File: config.mk
export PLATFORM = sky130hd
export DESIGN_NAME = adc_responder
export DESIGN_NICKNAME = d
export VERILOG_FILES = /design/src/rtl/adc_responder.sv
export SDC_FILE = /design/constraint.sdc
export NUM_CORES = 1
export LEC_CHECK = 0
export BUFFER_PORTS_ARGS = -buffer_cell sky130_fd_sc_hd__buf_4
export CORE_UTILIZATION = 41
export DETAILED_ROUTE_END_ITERATION = 8
export GPL_TIMING_DRIVEN = 0
export SYNTH_ARGS = -nofsm -noshare
export SYNTH_HDL_FRONTEND = slang
export SYNTH_SLANG_ARGS = --single-unit
export TNS_END_PERCENT = 20
File: constraint.sdc
create_clock -name clk -period 1.8 [get_ports clk]
set_input_delay 0.36 -clock clk [delete_from_list [all_inputs] [get_ports clk]]
set_output_delay 0.36 -clock clk [all_outputs]
set_load 0.02 [all_outputs]
File: src/rtl/adc_responder.sv
// rtl/adc_responder.sv - LTC2308-style 4-wire ADC serial responder backed by an 8-entry channel register file.
// Optional feature macro: ADC_RESP_BIPOLAR_EN (invert bit 11 of the loaded sample when cfg_uni=0).
module adc_responder #(
   parameter int SCK_MIN_HALF = 4
) (
   input  logic        clk,
   input  logic        reset,
   input  logic        ADC_CONVST,
   input  logic        ADC_SCK,
   input  logic        ADC_SDI,
   output logic        ADC_SDO,
   input  logic        wr_en,
   input  logic [2:0]  wr_chan,
   input  logic [11:0] wr_data,
   output logic [2:0]  cfg_chan,
   output logic        cfg_uni,
   output logic        frame_done
);

   typedef enum logic [1:0] {
      IDLE  = 2'd0,
      CONV  = 2'd1,
      SHIFT = 2'd2
   } state_t;

   // Two sync stages plus one edge-detect stage; shorter SCK phases cannot be tracked.
   if (SCK_MIN_HALF < 2) begin : g_half_chk
      $error("adc_responder: SCK_MIN_HALF must be at least 2");
   end

   state_t      state_q, state_d;
   logic [2:0]  conv_sync, sck_sync;
   logic [1:0]  sdi_sync;
   logic        conv_rise, conv_fall, sck_rise, sck_fall;
   logic        last_fall;
   logic        load_q;
   logic [11:0] regs [8];
   logic [11:0] shift_out;
   logic [11:0] load_val;
   logic [3:0]  shift_in;
   logic [2:0]  bit_cnt_in;
   logic [3:0]  bit_cnt_out;

   assign conv_rise = conv_sync[1] & ~conv_sync[2];
   assign conv_fall = ~conv_sync[1] & conv_sync[2];
   assign sck_rise  = sck_sync[1] & ~sck_sync[2];
   assign sck_fall  = ~sck_sync[1] & sck_sync[2];

`ifdef ADC_RESP_BIPOLAR_EN
   assign load_val = cfg_uni ? regs[cfg_chan] : (regs[cfg_chan] ^ 12'h800);
`else
   assign load_val = regs[cfg_chan];
`endif

   always_ff @(posedge clk) begin
      if (reset) begin
         conv_sync <= '0;
         sck_sync  <= '0;
         sdi_sync  <= '0;
      end else begin
         conv_sync <= {conv_sync[1:0], ADC_CONVST};
         sck_sync  <= {sck_sync[1:0], ADC_SCK};
         sdi_sync  <= {sdi_sync[0], ADC_SDI};
      end
   end

   always_ff @(posedge clk) begin
      if (reset) begin
         state_q <= IDLE;
      end else begin
         state_q <= state_d;
      end
   end

   always_comb begin
      state_d   = state_q;
      last_fall = 1'b0;
      if (conv_rise) begin
         state_d = CONV;
      end else begin
         case (state_q)
            CONV: begin
               if (conv_fall) begin
                  state_d = SHIFT;
               end
            end
            SHIFT: begin
               if (sck_fall && bit_cnt_out == 4'd11) begin
                  state_d   = IDLE;
                  last_fall = 1'b1;
               end
            end
            default: state_d = state_q;
         endcase
      end
   end

   always_ff @(posedge clk) begin
      if (reset) begin
         for (int i = 0; i < 8; i++) begin
            regs[i] <= '0;
         end
         shift_out   <= '0;
         shift_in    <= '0;
         bit_cnt_in  <= '0;
         bit_cnt_out <= '0;
         load_q      <= 1'b0;
         ADC_SDO     <= 1'b0;
         cfg_chan    <= '0;
         cfg_uni     <= 1'b1;
         frame_done  <= 1'b0;
      end else begin
         frame_done <= last_fall;
         load_q     <= conv_rise;
         if (wr_en) begin
            regs[wr_chan] <= wr_data;
         end
         if (load_q) begin
            ADC_SDO <= shift_out[11];
         end
         if (conv_rise) begin
            shift_out   <= load_val;
            shift_in    <= '0;
            bit_cnt_in  <= '0;
            bit_cnt_out <= '0;
         end else if (state_q == SHIFT) begin
            if (sck_rise && bit_cnt_in < 3'd6) begin
               // S/D falls out the top; on the 6th bit the register holds O/S,S1,S0,UNI and SDI is SLP.
               shift_in   <= {shift_in[2:0], sdi_sync[1]};
               bit_cnt_in <= bit_cnt_in + 3'd1;
               if (bit_cnt_in == 3'd5) begin
                  cfg_chan <= {shift_in[2], shift_in[1], shift_in[3]};
                  cfg_uni  <= shift_in[0];
               end
            end
            if (sck_fall) begin
               shift_out   <= {shift_out[10:0], 1'b0};
               ADC_SDO     <= shift_out[10];
               bit_cnt_out <= bit_cnt_out + 4'd1;
            end
         end
      end
   end

endmodule

==> impl_results.md <==
* Area of the multi-input gates at 2052 sq um
* Post-route core utilization at roughly 50%
* ANT nets after route at 0
* # nets final at slightly above 500
* Port Buf Inserts at 26
* Antenna violations before repair at 0
* Post-synthesis sequential area ratio at 62.99%
* # setup viols final at 0
* WL/cell at approximately 18 um
* Leakage Power at 2.397 nW
* Worst Skew at 0.009785 ns
* R2R cell count at 5
* Crit Path Max Fanout at 12
* Final max-slew violation count at 0
* TritonCTS clock tree: done
* Layout Area Growth over Synthesis at 16.67%
* CP endpoint kind: register
* Hold Crit Class: in2reg
* Hold buffers post-CTS at 0
* Syn avg cell area at 13.48 sq um
* Commonest non-fill, non-tap cell in the layout: and2_1
* DR pass1 iterations at 4
* Maximum clock path buffer count at 2
* CTS Root Cell: clkbuf_16
* Outcome: finished clean
* Post-synth EDFFs at 96
* Synth Register Bits at ~140
* Synth area leader: edfxtp_1
* PwrDens at ~1000 nW/um^2
* Tmin final at around 1.7 ns
* Most used flip-flop cell after synthesis: edfxtp_1
* Largest net degree at the start of global routing at 17
* Vias in the first global route at between 3k and 4k
* Mapped Cells at between 400 and 500
* Synth Net Count at 467
* Storage cell area at approximately 3700 sq um
* Std-Cell Core Area at 13990 sq um
* Slew HR at roughly three fifths
* Synth unique cells at 40
* Setup CP Type: in2reg
* Max-cap violations at 0
* Cts bufs inserted at 17
* Initial Utilization at 42.49%
* Most frequent cells in the layout: 98 x and2_1, 96 x edfxtp_1, 43 x dfxtp_1
* Layout cells sized above 1 at approximately a fifth
* Critical Path Source: reset
* Worst path required time at 1.88 ns
* Peak supply drop at around 0.71 mV
* FILL cells at ~1.2k
* Final HPWL DP at around 8.3 mm
* Clock latency on the worst-skew pair at about 0.42 ns
* Die height at ~120 um
* Arr. time, crit path at approximately 1.8 ns
* Slew @ Worst Pin at between 0.5 and 0.6 ns
* WHS Endpoint: sdi_sync[0]$_SDFF_PP0_
* HP Start: ADC_SDI
* Maximum achievable frequency at between 500 and 600 MHz
* Synth top area share at between 40 and 50%
* Gp weighted congestion at ~0.73
* Tot Pwr at a little over 7 mW
* Ports at 27
* CTS H-Tree Depth at 4
* DR iter-0 viols at between 200 and 250
* RSZ-0062 raised after global routing: no
* Antenna Cells at 0
* R2R Setup Slk at ~0.12 ns
* Final Hold Viols at 0
* Clk sink count at approximately 140
* Synth top area cells: edfxtp_1 49%, dfxtp_1 14%, and2_1 10%, mux4_2 8.3%, nand2_1 1.8%
* Mapped cell area at approximately 5900 sq um
* Reg clk slew, reported paths at ~0.060 ns
* Gr ovfl total at 0
* Hold path depth at 2
* Number of cell rows at between 40 and 50
* Yosys synthesis warning count at 0
* Vias at about 3.6k
* Drt via density at around 5.3
* Reg2Reg Capture Point: shift_out[4]$_SDFFE_PP0P_
* Die area at approximately 15000 sq um
* Final hold slack at ~0.15 ns
* Gr usage total at 18.38%
* DRC viols at 0
* Critical Path Source Type: input port
* Async SR Flop Fraction at 0%
* First-pass GRT wire length at approximately 20 mm
* Post-Route WL at 12.28 mm
* Die W at between 100 and 150 um
* Final Cycle Share at 93.79%
==> worst max path at each step <==
stage / end / slack [ns] / depth (start not counted)
floorplan: regs[0][0]$_SDFFCE_PN0P_ / 0.19 / 3
finish: regs[6][6]$_SDFFCE_PN0P_ / 0.11 / 4
CTS: shift_out[3]$_SDFFE_PP0P_ / 0.03 / 5
global placement: regs[4][4]$_SDFFCE_PN0P_ / -0.53 / 5
global route: shift_out[10]$_SDFFE_PP0P_ / 0.008 / 5
detailed placement: regs[4][5]$_SDFFCE_PN0P_ / -0.51 / 6
==> cell usage after synthesis, types with 2 or more instances <==
| cell | count |
|---|---|
| buf_2 | 5 |
| nand3_1 | 6 |
| mux4_1 | 2 |
| nand4_1 | 3 |
| nand2b_1 | 3 |
| buf_1 | 3 |
| o41ai_1 | 3 |
| and2_1 | 98 |
| nand4bb_1 | 2 |
| nor2b_1 | 8 |
| o21ai_0 | 8 |
| nor3_1 | 5 |
| mux4_2 | 22 |
| a311oi_1 | 12 |
| a21oi_1 | 14 |
| edfxtp_1 | 96 |
| nor2_1 | 11 |
| clkbuf_1 | 18 |
| buf_4 | 2 |
| nand2_1 | 28 |
| or2_2 | 9 |
| o22ai_1 | 11 |
| ha_1 | 5 |
| dfxtp_1 | 43 |
| inv_1 | 6 |
| or3_1 | 4 |
==> per-layer routing <==
layer,track usage [%],up-vias,routed length (um)
met5,0,-,0
met4,7.317,0,150
met3,4.461,11,355
met2,31.46,51,6361
met1,22.23,1815,5416
li1,-,1711,-
==> registers in the layout, summed over array words and instances, names as in the netlist, named ones only <==
name         flops
ADC_SDO          1
shift_in         4
sdi_sync         2
sck_sync         3
bit_cnt_out      4
conv_sync        3
cfg_uni          1
bit_cnt_in       3
cfg_chan         3
state_q          2
shift_out       12
regs            96
load_q           1
frame_done       1
==> cell families after synthesis <==
family	count (synthesis)	share of synthesized area [%]
adders and majority gates	5	1.053
DFF	139	62.99
muxes	25	9.411
xor gates and xnor gates	1	0.1474
AOI/OAI and AO/OA	52	5.811
and+or+nand+nor	184	18.02
buffers and inverters	35	2.568
==> through the flow <==
step / setup TNS, ns / std cells / cell area (sq um) / setup slack, ns
2_1_floorplan: 0 / 441 / 5943 / 0.1925
3_3_place_gp: -41.32 / 647 / 6364 / -0.5288
3_5_place_dp: -40.94 / 647 / 6364 / -0.5103
4_1_cts: 0 / 679 / 6932 / 0.02786
5_1_grt: 0 / 677 / 6934 / 0.007883
6_report: 0 / 677 / 6934 / 0.1118
==> final cells by class <==
| class | instances | share of cell area (%) |
|---|---|---|
| Sequential cell | 139 | 53.99 |
| Timing Repair Buffer | 26 | 2.815 |
| Tap cell | 180 | 3.248 |
| Inverter | 6 | 0.3248 |
| Clock inverter | 6 | 0.5052 |
| Multi-Input combinational cell | 267 | 29.59 |
| Buffer | 27 | 2.003 |
| Clock buffer | 26 | 7.524 |
==> where the power goes <==
| part | switching, mW | total (mW) | internal (mW) | leakage [nW] |
|---|---|---|---|---|
| Sequential | 0.0459 | 3.62 | 3.58 | 1.27 |
| Clock | 1.27 | 3.26 | 1.99 | 0.280 |
| Combinational | 0.173 | 0.295 | 0.122 | 0.848 |
| Total | 1.49 | 7.18 | 5.69 | 2.40 |
==> timing repair <==
item                       4_1_cts  5_1_grt
gates resized for setup          5        3
buffers inserted                 0        0
hold endpoints to repair         0        0
setup endpoints to repair       33       19
==> worst max-delay path, cell delays in order <==
cell and delay, ns:
buf_4 0.08, clkbuf_1 0.36, clkbuf_1 0.52, or2_2 0.44
Note: power is estimated with default switching activity, not from simulation.
